`config.mk`:
```
export PLATFORM = sky130hd
export DESIGN_NAME = storage_arbiter
export DESIGN_NICKNAME = d
export VERILOG_FILES = /design/src/rtl/storage_arb_pkg.sv /design/src/rtl/storage_arb_watchdog.sv /design/src/rtl/storage_arbiter.sv
export SDC_FILE = /design/constraint.sdc
export NUM_CORES = 1
export LEC_CHECK = 0
export CORE_MARGIN = 5
export CORE_UTILIZATION = 34
export DETAILED_ROUTE_END_ITERATION = 10
export MAX_ROUTING_LAYER = met4
export PLACE_DENSITY_LB_ADDON = 0.08
export SLEW_MARGIN = 20
export SYNTH_ARGS = -nofsm -noshare
export SYNTH_HDL_FRONTEND = slang
export SYNTH_HIERARCHICAL = 1
export SYNTH_SLANG_ARGS = --single-unit
```
`constraint.sdc`:
```
create_clock -name clk -period 1.8 [get_ports clk]
set_input_delay 0.36 -clock clk [delete_from_list [all_inputs] [get_ports clk]]
set_output_delay 0.36 -clock clk [all_outputs]
set_load 0.05 [all_outputs]
```
`src/rtl/storage_arb_pkg.sv`:
```
// storage_arb_pkg: shared types and constants for the storage arbiter.
//   state_t        - arbiter FSM states (IDLE / ISSUE / WAIT)
//   owner_t        - which requester owns the in-flight transaction
//   TIMEOUT_POISON - read data returned to the owner when the watchdog fires
package storage_arb_pkg;

  typedef enum logic [1:0] {IDLE, ISSUE, WAIT} state_t;
  typedef enum logic {OWN_IF, OWN_D} owner_t;

  localparam logic [31:0] TIMEOUT_POISON = 32'hDEAD_BEEF;

endpackage

```
`src/rtl/storage_arb_watchdog.sv`:
```
// storage_arb_watchdog: WAIT-state timeout counter for storage_arbiter.
//   clk, rst  - clock, synchronous active-low reset
//   clear     - zero the counter (asserted the cycle before WAIT is entered)
//   enable    - count this cycle (asserted in every WAIT cycle)
//   expired   - counter has reached LIMIT-1 while enabled
// LIMIT must be at least 2.
module storage_arb_watchdog #(
  parameter int LIMIT = 4096
) (
  input  logic clk,
  input  logic rst,
  input  logic clear,
  input  logic enable,
  output logic expired
);

  localparam int CW = (LIMIT > 2) ? $clog2(LIMIT) : 1;

  logic [CW-1:0] count;

  assign expired = enable && (count == CW'(LIMIT - 1));

  // Saturates at LIMIT-1; the arbiter leaves WAIT in the expiry cycle anyway.
  always_ff @(posedge clk) begin
    if (!rst)                    count <= '0;
    else if (clear)              count <= '0;
    else if (enable && !expired) count <= count + 1'b1;
  end

endmodule

```
`src/rtl/storage_arbiter.sv`:
```
// storage_arbiter: shares the storage_controller request port between the
// instruction-fetch port (read only) and the data port (read/write).
// Round-robin on ties, registered request held stable for the whole
// downstream transaction, completion routed back to the owner.
//   clk, rst                 - clock, synchronous active-low reset
//   if_req/if_addr           - fetch request (level, held until if_valid)
//   if_rdata/if_valid        - fetch completion
//   d_req/d_we/d_addr/
//   d_wdata/d_be             - data request (level, held until d_valid)
//   d_rdata/d_valid          - data completion (reads and writes)
//   mem_access               - one-cycle issue pulse downstream
//   mem_is_writing/mem_addr/
//   mem_wdata/mem_be         - registered request, stable until after completion
//   mem_rdata/mem_valid      - downstream completion
//   prog_mode                - programming mode: no new grants
//   busy                     - transaction in flight
//   err                      - sticky timeout flag
// Optional feature: define STORAGE_ARB_TIMEOUT_EN to enable the WAIT-state
// watchdog (TIMEOUT_CYCLES); without it WAIT holds indefinitely and err=0.
module storage_arbiter
  import storage_arb_pkg::*;
#(
  parameter int MEM_W          = 32,
  parameter int TIMEOUT_CYCLES = 4096
) (
  input  logic               clk,
  input  logic               rst,
  input  logic               if_req,
  input  logic [31:0]        if_addr,
  output logic [MEM_W-1:0]   if_rdata,
  output logic               if_valid,
  input  logic               d_req,
  input  logic               d_we,
  input  logic [31:0]        d_addr,
  input  logic [MEM_W-1:0]   d_wdata,
  input  logic [MEM_W/8-1:0] d_be,
  output logic [MEM_W-1:0]   d_rdata,
  output logic               d_valid,
  output logic               mem_access,
  output logic               mem_is_writing,
  output logic [31:0]        mem_addr,
  output logic [MEM_W-1:0]   mem_wdata,
  output logic [MEM_W/8-1:0] mem_be,
  input  logic [MEM_W-1:0]   mem_rdata,
  input  logic               mem_valid,
  input  logic               prog_mode,
  output logic               busy,
  output logic               err
);

  state_t             state;
  owner_t             owner;
  owner_t             rr;        // port favoured on the next tie
  logic               gnt;
  owner_t             gnt_own;
  logic               tie;
  logic               timeout;
  logic               finish;
  logic [MEM_W-1:0]   cpl_rdata;

  assign busy = (state != IDLE);

  always_comb begin
    gnt     = 1'b0;
    gnt_own = OWN_IF;
    tie     = if_req && d_req;
    if (state == IDLE && !prog_mode) begin
      if (tie) begin
        gnt     = 1'b1;
        gnt_own = rr;
      end else if (if_req) begin
        gnt     = 1'b1;
        gnt_own = OWN_IF;
      end else if (d_req) begin
        gnt     = 1'b1;
        gnt_own = OWN_D;
      end
    end
  end

`ifdef STORAGE_ARB_TIMEOUT_EN
  logic expired;

  storage_arb_watchdog #(.LIMIT(TIMEOUT_CYCLES)) u_wdog (
    .clk     (clk),
    .rst     (rst),
    .clear   (state == ISSUE),
    .enable  (state == WAIT),
    .expired (expired)
  );

  // A real completion in the expiry cycle takes precedence.
  assign timeout = expired && !mem_valid;

  always_ff @(posedge clk) begin
    if (!rst)         err <= 1'b0;
    else if (timeout) err <= 1'b1;
  end
`else
  logic unused_cfg;
  assign unused_cfg = ^TIMEOUT_CYCLES;
  assign timeout    = 1'b0;
  assign err        = 1'b0;
`endif

  assign finish = ((state == WAIT) && mem_valid) || timeout;

  always_comb begin
    cpl_rdata = mem_is_writing ? '0 : mem_rdata;
    if (timeout) cpl_rdata = MEM_W'(TIMEOUT_POISON);
  end

  // Gating with rst keeps an aborted transaction from pulsing in the reset cycle.
  assign if_valid = rst && finish && (owner == OWN_IF);
  assign d_valid  = rst && finish && (owner == OWN_D);
  assign if_rdata = if_valid ? cpl_rdata : '0;
  assign d_rdata  = d_valid  ? cpl_rdata : '0;

  always_ff @(posedge clk) begin
    if (!rst) begin
      state          <= IDLE;
      owner          <= OWN_IF;
      rr             <= OWN_IF;
      mem_access     <= 1'b0;
      mem_is_writing <= 1'b0;
      mem_addr       <= '0;
      mem_wdata      <= '0;
      mem_be         <= '0;
    end else begin
      mem_access <= 1'b0;
      case (state)
        IDLE: if (gnt) begin
          state      <= ISSUE;
          owner      <= gnt_own;
          mem_access <= 1'b1;
          // Pointer only moves when both ports competed.
          if (tie) rr <= (gnt_own == OWN_IF) ? OWN_D : OWN_IF;
          if (gnt_own == OWN_IF) begin
            mem_addr       <= if_addr;
            mem_wdata      <= '0;
            mem_be         <= '1;
            mem_is_writing <= 1'b0;
          end else begin
            mem_addr       <= d_addr;
            mem_wdata      <= d_wdata;
            mem_be         <= d_be;
            mem_is_writing <= d_we;
          end
        end
        ISSUE:   state <= WAIT;
        WAIT:    if (finish) state <= IDLE;
        default: state <= IDLE;
      endcase
    end
  end

endmodule
```
## Word-level counts from Yosys, hierarchy flattened

Cells that the tools add are included.

- Bits in registers: 74
- ROM bits: 0
- Logic and storage cells: 45
- Memories: 0
- Input port bits: 139
- Memory bits (writable): 0
- Output and inout port bits: 138
- Bits in latches: 0

- Equal/unequal tests: 4
- Shifts and indexed selects: 0
- Add/sub/neg operators: 0
- Multipliers: 0
- Reduce and logical (&&, ||, !) cells: 13
- Bitwise gates (word level): 1
- Order comparisons: 0
- Mux-type cells: 19
- Div/mod/pow operators: 0

Operator list:

| cell | count |
|---|---|
| 32-bit two-way mux | 5 |
| 1-bit two-way mux | 10 |
| 1-bit logical AND | 6 |
| 2-bit one-hot mux with 3 select lines | 1 |
| 2-bit AND reduction | 3 |
| 2-bit two-way mux | 2 |
| 4-bit two-way mux | 1 |
| 2-bit inequality test (second input constant) | 2 |
| 3-bit AND reduction | 1 |
| 2-bit by 1-bit equality test with 1-bit output (second input constant) | 1 |
| 2-bit equality test (second input constant) | 1 |
| 2-bit zero test | 1 |
| 2-bit nonzero test | 1 |
| 1-bit zero test | 1 |
| 1-bit inverter | 1 |

## Logic depth before layout (Yosys ltp)

Gate-level depths: netlist (run 1).

- Word-level depth: 6
- Gate-level depth with buffers: 5
- Depth with buffers taken out: 3

## Worst setup path after synthesis (run 1)

Ideal clock, no wire load.

- Path type: register to output
- Start: register state[1]
- End: output port if_rdata[22]
- Required time: 1.440 ns
- Setup slack: -0.235 ns
- Stages on the path, launching flop included: 6
- Arrival time: 1.675 ns
- Path buffers: 2
- Cells stage by stage: dfxtp_1 -> and4b_1 -> nand2b_1 -> clkbuf_1 -> clkbuf_1 -> nor2_1

- Cells in the longest elaborated chain, start to end: 5

RTL lines:

| element | RTL line | source |
|---|---|---|
| start, declared | storage_arbiter.sv:51 | `state_t state;` |
| start signal, assigned | storage_arbiter.sv:121 | `state <= IDLE;` |
| start signal, assigned | storage_arbiter.sv:133 | `state <= ISSUE;` |
| start signal, assigned | storage_arbiter.sv:150 | `ISSUE: state <= WAIT;` |
| 2-bit equality test | storage_arbiter.sv:106 | `assign finish = ((state == WAIT) && mem_valid) \|\| timeout;` |
| 1-bit logical AND | storage_arbiter.sv:106 |  |
| 1-bit logical AND (2 in a row) | storage_arbiter.sv:114 | `assign if_valid = rst && finish && (owner == OWN_IF);` |
| 32-bit two-way mux | storage_arbiter.sv:116 | `assign if_rdata = if_valid ? cpl_rdata : '0;` |
| end, declared | storage_arbiter.sv:30 | `output logic [MEM_W-1:0] if_rdata,` |

Every way passes these cells.

## Worst setup path after layout (run 1)

- Start: register state[0]
- End: output port d_rdata[21]

- Cells in the longest elaborated chain, start to end: 5

RTL lines:

| element | RTL line | source |
|---|---|---|
| 2-bit equality test | storage_arbiter.sv:106 |  |
| 1-bit logical AND | storage_arbiter.sv:106 |  |
| 1-bit logical AND (2 in a row) | storage_arbiter.sv:115 | `assign d_valid = rst && finish && (owner == OWN_D);` |
| 32-bit two-way mux | storage_arbiter.sv:117 | `assign d_rdata = d_valid ? cpl_rdata : '0;` |
| end, declared | storage_arbiter.sv:37 | `output logic [MEM_W-1:0] d_rdata,` |

Every way passes these cells.

==> results of run 1 <==
metal layers:
| layer | track usage (%) | vias up | wire, um |
|---|---|---|---|
| met5 | - | - | 0 |
| met4 | 9.70 | 0 | 605 |
| met3 | 6.20 | 41 | 1550 |
| met2 | 48.1 | 272 | 9400 |
| met1 | 33.2 | 2270 | 7030 |
| li1 | - | 2290 | - |
registers in the layout, indices dropped and copies added (netlist names):
| signal | flops |
|---|---|
| mem_access | 1 |
| mem_addr | 32 |
| mem_be | 4 |
| mem_is_writing | 1 |
| mem_wdata | 32 |
| owner | 1 |
| rr | 1 |
| state | 2 |
how the worst min path moves through the flow:
stage                        from             to  slack (ns)  depth (start not counted)
floorplan                   owner          owner        0.46                          2
global placement    mem_wdata[30]  mem_wdata[30]        0.46                          2
detailed placement  mem_wdata[27]  mem_wdata[27]        0.47                          2
CTS                     mem_valid       state[1]        0.47                          4
global route            mem_valid       state[1]        0.49                          4
finish              mem_wdata[27]  mem_wdata[27]        0.48                          2
worst max-delay path: cells and delay by family, from the launching register on:
kind	cells	cell delay, ns
flip-flops	1	0.35
AND/OR/NAND/NOR	3	0.67
buffers and inverters	2	0.37
layout by cell type (no fill, tap or decap), types with 3 or more instances in the layout:
| master | netlist | final |
|---|---|---|
| buf_12 | 0 | 80 |
| o21ai_0 | 62 | 56 |
| buf_8 | 0 | 3 |
| dfxtp_1 | 74 | 72 |
| a21oi_1 | 67 | 67 |
| buf_6 | 0 | 5 |
| buf_16 | 0 | 3 |
| nand3_1 | 65 | 65 |
| nand2b_1 | 34 | 32 |
| o21ai_1 | 5 | 10 |
| nor2_2 | 0 | 18 |
| o221a_2 | 4 | 4 |
| a311oi_2 | 0 | 6 |
| nor2_4 | 1 | 48 |
| clkdlybuf4s50_1 | 0 | 136 |
| clkbuf_8 | 0 | 9 |
| a311oi_1 | 32 | 26 |
| inv_6 | 0 | 3 |
| buf_4 | 2 | 89 |
final cells by class:
| cell class | instances | area (um2) | area share (%) |
|---|---|---|---|
| clock buffer | 9 | 124 | 1.53 |
| clock inverter | 7 | 82.6 | 1.02 |
| timing repair buffer | 319 | 3860 | 47.5 |
| tap | 136 | 170 | 2.10 |
| sequential | 74 | 1490 | 18.3 |
| multi-input combinational | 352 | 2380 | 29.3 |
| inverter | 4 | 17.5 | 0.216 |
cells by family after synthesis:
family                 after synthesis  share of synthesized area (%)
flip-flops                          74                           40.9
buffers and inverters               60                           6.76
multiplexers                         1                          0.276
AND/OR/NAND/NOR                    180                           24.5
other                                1                          0.103
AO/OA/AOI/OAI                      170                           27.5
timing repair:
item,CTS,global route
pin swaps,12,5
resized for setup,75,18
setup buffers,3,2
endpoints found under the setup margin,66,135
cloned,3,1
cells in the mapped netlist, types with 4 or more instances:
master	number	share of area, %
dfxtp_1	74	41
a21oi_1	67	9.2
nor2_1	67	6.9
nand3_1	65	9.0
o21ai_0	62	8.6
clkbuf_1	44	4.6
nand2b_1	34	5.9
a311oi_1	32	7.7
buf_2	10	1.4
o21ai_1	5	0.69
o221a_2	4	1.2
power breakdown:
group | switching [mW] | internal, mW
combinational | 0.910 | 0.673
sequential | 0.0562 | 1.74
clock | 0.710 | 0.665
stage by stage:
step	hold WS, ns	std cells	utilization [%]	setup TNS (ns)	power (mW)
after floorplan	0.462	486	-	-5.77	2.62
after global placement	0.462	877	72.3	-30.04	3.32
after detailed placement	0.468	877	72.3	-37.05	3.34
after CTS	0.471	899	77.5	-15.42	4.75
after global routing	0.489	901	78.3	-20.27	4.96
final	0.479	901	78.3	-16.50	4.75
==> impl_results.md, run 1 <==
* R2r endpoint: mem_addr[4]
* Achievable clock frequency at roughly 480 MHz
* Status: finished, violations left
* Final #Nets at 899
* Cell variety after synth at 25
* Total GRT Usage at 28.4%
* H-tree depth at 3
* Max Fanout on Critical Path at 17
* Fillers at 677
* Worst Path Required at 1.44 ns
* Grt ovf at 0
* Die height at approximately 110 um
* GP Congestion at 0.866
* Clock Skew at 0.0159 ns
* Max Cap Viol at 0
* Total wire length at 18.6 mm
* Post-route cell area at 8120 um2
* First-pass GRT wire length at 27.9 mm
* Io pins at between 200 and 300
* Maximum buffer depth of the clock tree at 2
* Initial DRT Pass Iterations at 5
* Cell Area, Synth at 3630 um2
* Clock Pin Slew Worst Setup and Hold Paths at 0.08 ns
* Port Buffers at 275
* Syn-to-layout area delta at 124%
* Num CTS Buffers at 9
* Antenna violations before repair at 0
* Crit Path Class: reg -> out
* Row count at 37
* Async set or reset register ratio after synthesis at 0%
* Yosys Warn Count at 6
* Final Hold Fails at 0
* WL/cell at 20.6 um
* Syn_nets at 625
* Reg2reg setup slack at around 0.07 ns
* Unrepaired setup endpoints after global routing: true
* Slew Viols, Final at 0
* DP Area at 7490 um2
* Residual DRC at 0
* Cts hold-fix bufs at 0
* Core area at 10400 um2
* ANT nets after route at 0
* # setup viols final at 66
* Die ar. at 12800 um2
* Layout cells sized above 1 at roughly 38%
* Critical path data arrival time at 1.72 ns
* CP dominant cell by count: buf_12
* Sequential fraction of the synthesis area at 40.9%
* DP Worst Slack at -0.409 ns
* Vias in the first global route at about 5k
* Gate Count Post-Synth at 486
* Period utilisation layout at 116%
* Delay of the slowest critical-path stage at ~0.35 ns
* Ys flop type: dfxtp_1
* CP Launch Type: flip-flop
* Clock latency on the worst-skew pair at 0.35 ns
* PwrDens at between 500 and 600 nW/um2
* FF-to-FF path depth at 7
* Failing checks: negative setup slack
* Root Driver: clkbuf_8
* Initial DRC count at 421
* VDD IR-drop max at 0.454 mV
* P_leak at around 3 nW
* CTS tree: yes
* Total number of vias at 4873
* Post-route setup slack at -0.280 ns
* Tmin final at 2.08 ns
* Starting Density at 35.0%
* Synth Register Bits at 74
* Clk sinks at 74
* Crit path capture: d_rdata[21]
* Worst-path cell chain: and4b_2 -> nand2_2 -> buf_12 -> nor2_2 -> buf_12
* Hold crit path type: reg -> reg
* Crit-path slowest cell: dfxtp_4
* Largest net degree at the start of global routing at 52
* Critical R2R Launch: state[0]
* Synthesized area per cell at 7.46 um2
* Chip width at between 100 and 150 um
* Diode count at 0
* Post-synth EDFFs at 0
* Via-to-Cell Ratio at 5.41
* Post-DP HPWL at 14.0 mm
* Critical Path Source: state[0]
* CP Capture Type: primary output
(Power assumes the default switching activity.)
==> inputs of run 2 (changes only) <==
CORE_UTILIZATION = 25   (was 34)
==> impl_results.md, run 2 (synthesis gave the netlist of run 1 again) <==
* Period utilisation layout at 112%
* Initial DRT Pass Iterations at 4
* Max Fanout on Critical Path at 8
* Clk sinks at 74
* PwrDens at 634 nW/um2
* CP Capture Type: primary output
* Vias in the first global route at approximately 4.7k
* Slew Viols, Final at 0
* Num CTS Buffers at 9
* Largest net degree at the start of global routing at 53
* Core area at around 14000 um2
* Total GRT Usage at 20.5%
* ANT nets after route at 0
* VDD IR-drop max at 0.650 mV
* Delay of the slowest critical-path stage at 0.30 ns
* P_leak at 3.02 nW
* CTS tree: yes
* Inst Count DP at slightly above 900
* # setup viols final at 66
* Layout cells sized above 1 at 35.6%
* Row count at 44
* Post-route setup slack at -0.218 ns
* Clock latency on the worst-skew pair at about 0.34 ns
* Final Hold Fails at 0
* Grt ovf at 0
* Initial DRC count at 288
* Largest regs: mem_addr x32, mem_wdata x32, mem_be x4
* Worst Path Required at around 1.4 ns
* Root Driver: clkbuf_16
* Failing checks: negative setup slack
* Final #Nets at a little under 900
* Clock Skew at between 0.005 and 0.006 ns
* WL/cell at approximately 19 um
* Via-to-Cell Ratio at 5.15
* Io pins at 277
* Total number of vias at 4853
* Critical path's top delay family: simple AND/OR/NAND/NOR gates
* Commonest cells after routing, fill and taps aside: clkdlybuf4s50_1 (136), buf_4 (89), buf_12 (79)
* Unrepaired setup endpoints after global routing: true
* Final setup TNS at -12.03 ns
* Post-DP HPWL at 13.6 mm
* Post-route cell area at 8150 um2
* Syn-to-layout area delta at 125%
* Chip width at 130 um
* Antenna violations before repair at 0
* Diode count at 0
* Hold crit path type: reg -> reg
* Crit-path slowest cell: dfxtp_1
* Commonest non-fill, non-tap cell in the layout: clkdlybuf4s50_1
* CP dominant cell by count: buf_12
* Tmin final at 2.02 ns
* Worst-path cell chain: and4b_1 -> buf_4 -> nand2b_4 -> buf_12 -> nor2_4 -> buf_12
* Clock Pin Slew Worst Setup and Hold Paths at ~0.06 ns
* Crit Path Class: reg -> out
* Overall power at 5.17 mW
* Max Cap Viol at 0
* Port Buffers at about 280
* Sum of buffers and inverters on the critical path at 3
* Achievable clock frequency at 496 MHz
* CP Launch Type: flip-flop
* Total wire length at 18.3 mm
* Die height at 130 um
* Critical path data arrival time at 1.66 ns
* Residual DRC at 0
* Starting Density at 25.2%
* Status: finished, violations left
* Cts hold-fix bufs at 0
* GP Congestion at 0.795
* First-pass GRT wire length at between 20 and 30 mm
* Post-Layout Cell Count at 943
* H-tree depth at 3
* DP Area at around 7500 um2
* Die ar. at around 17000 um2
* Maximum buffer depth of the clock tree at 2
==> run 2: cell count changes in the layout (fill, tap and decap cells not counted), sizes merged <==
cell / previous run / this run
clkinv: 0 / 1
inv: 8 / 5
clkbuf: 10 / 12
buf: 180 / 174
==> run 2: area by class of cell <==
| cell class | instances | area [um2] |
|---|---|---|
| clock buffers | 11 | 243 |
| clock inverters | 5 | 62.6 |
| fillers | 1220 | 6220 |
| inverters | 4 | 17.5 |
| multi-input cells | 352 | 2330 |
| flip-flops and latches | 74 | 1480 |
| well taps | 184 | 230 |
| repair buffers | 313 | 3790 |
==> run 2: worst paths after layout <==
kind,from,end,slack [ns],cells past startpoint
worst max-delay path,state[0],if_rdata[28],-0.22,6
worst min-delay path,mem_wdata[19],mem_wdata[19],0.47,2
worst max register to register,state[1],mem_addr[24],0.09,5
worst min register to register,mem_wdata[19],mem_wdata[19],0.47,2
==> run 2: stage by stage <==
stage               hold slack, ns  util, %  setup WS, ns
floorplan                    0.462        -        -0.189
global placement             0.462     52.4        -0.350
detailed placement           0.470     52.4        -0.344
CTS                          0.478     56.5        -0.279
global route                 0.497     56.7        -0.304
finish                       0.472     56.7        -0.218
==> run 2: power breakdown <==
part	total (mW)	switching [mW]	internal, mW
clock	1.83	0.713	1.12
combinational	1.54	0.890	0.654
sequential	1.80	0.0554	1.74
==> run 2: tightest hold or removal path, delay by kind of cell (launching register included) <==
kind / cells / cell delay (ns)
DFF: 1 / 0.30
AOI/OAI and AO/OA: 2 / 0.12
==> run 2: per-layer routing <==
| metal | vias to the layer above | part of all wire, % | global-route usage, % |
|---|---|---|---|
| met4 | 0 | 1.3 | 4.60 |
| met3 | 18 | 8.1 | 5.49 |
| met1 | 2337 | 38 | 23.6 |
| met5 | - | 0 | - |
| met2 | 224 | 53 | 35.7 |
| li1 | 2274 | - | - |
==> run 2: timing repair <==
action | CTS | global route
gates resized for setup | 62 | 8
setup buffers | 1 | 0
pin swaps | 6 | 2
cloned | 3 | 1
endpoints found under the setup margin | 66 | 68
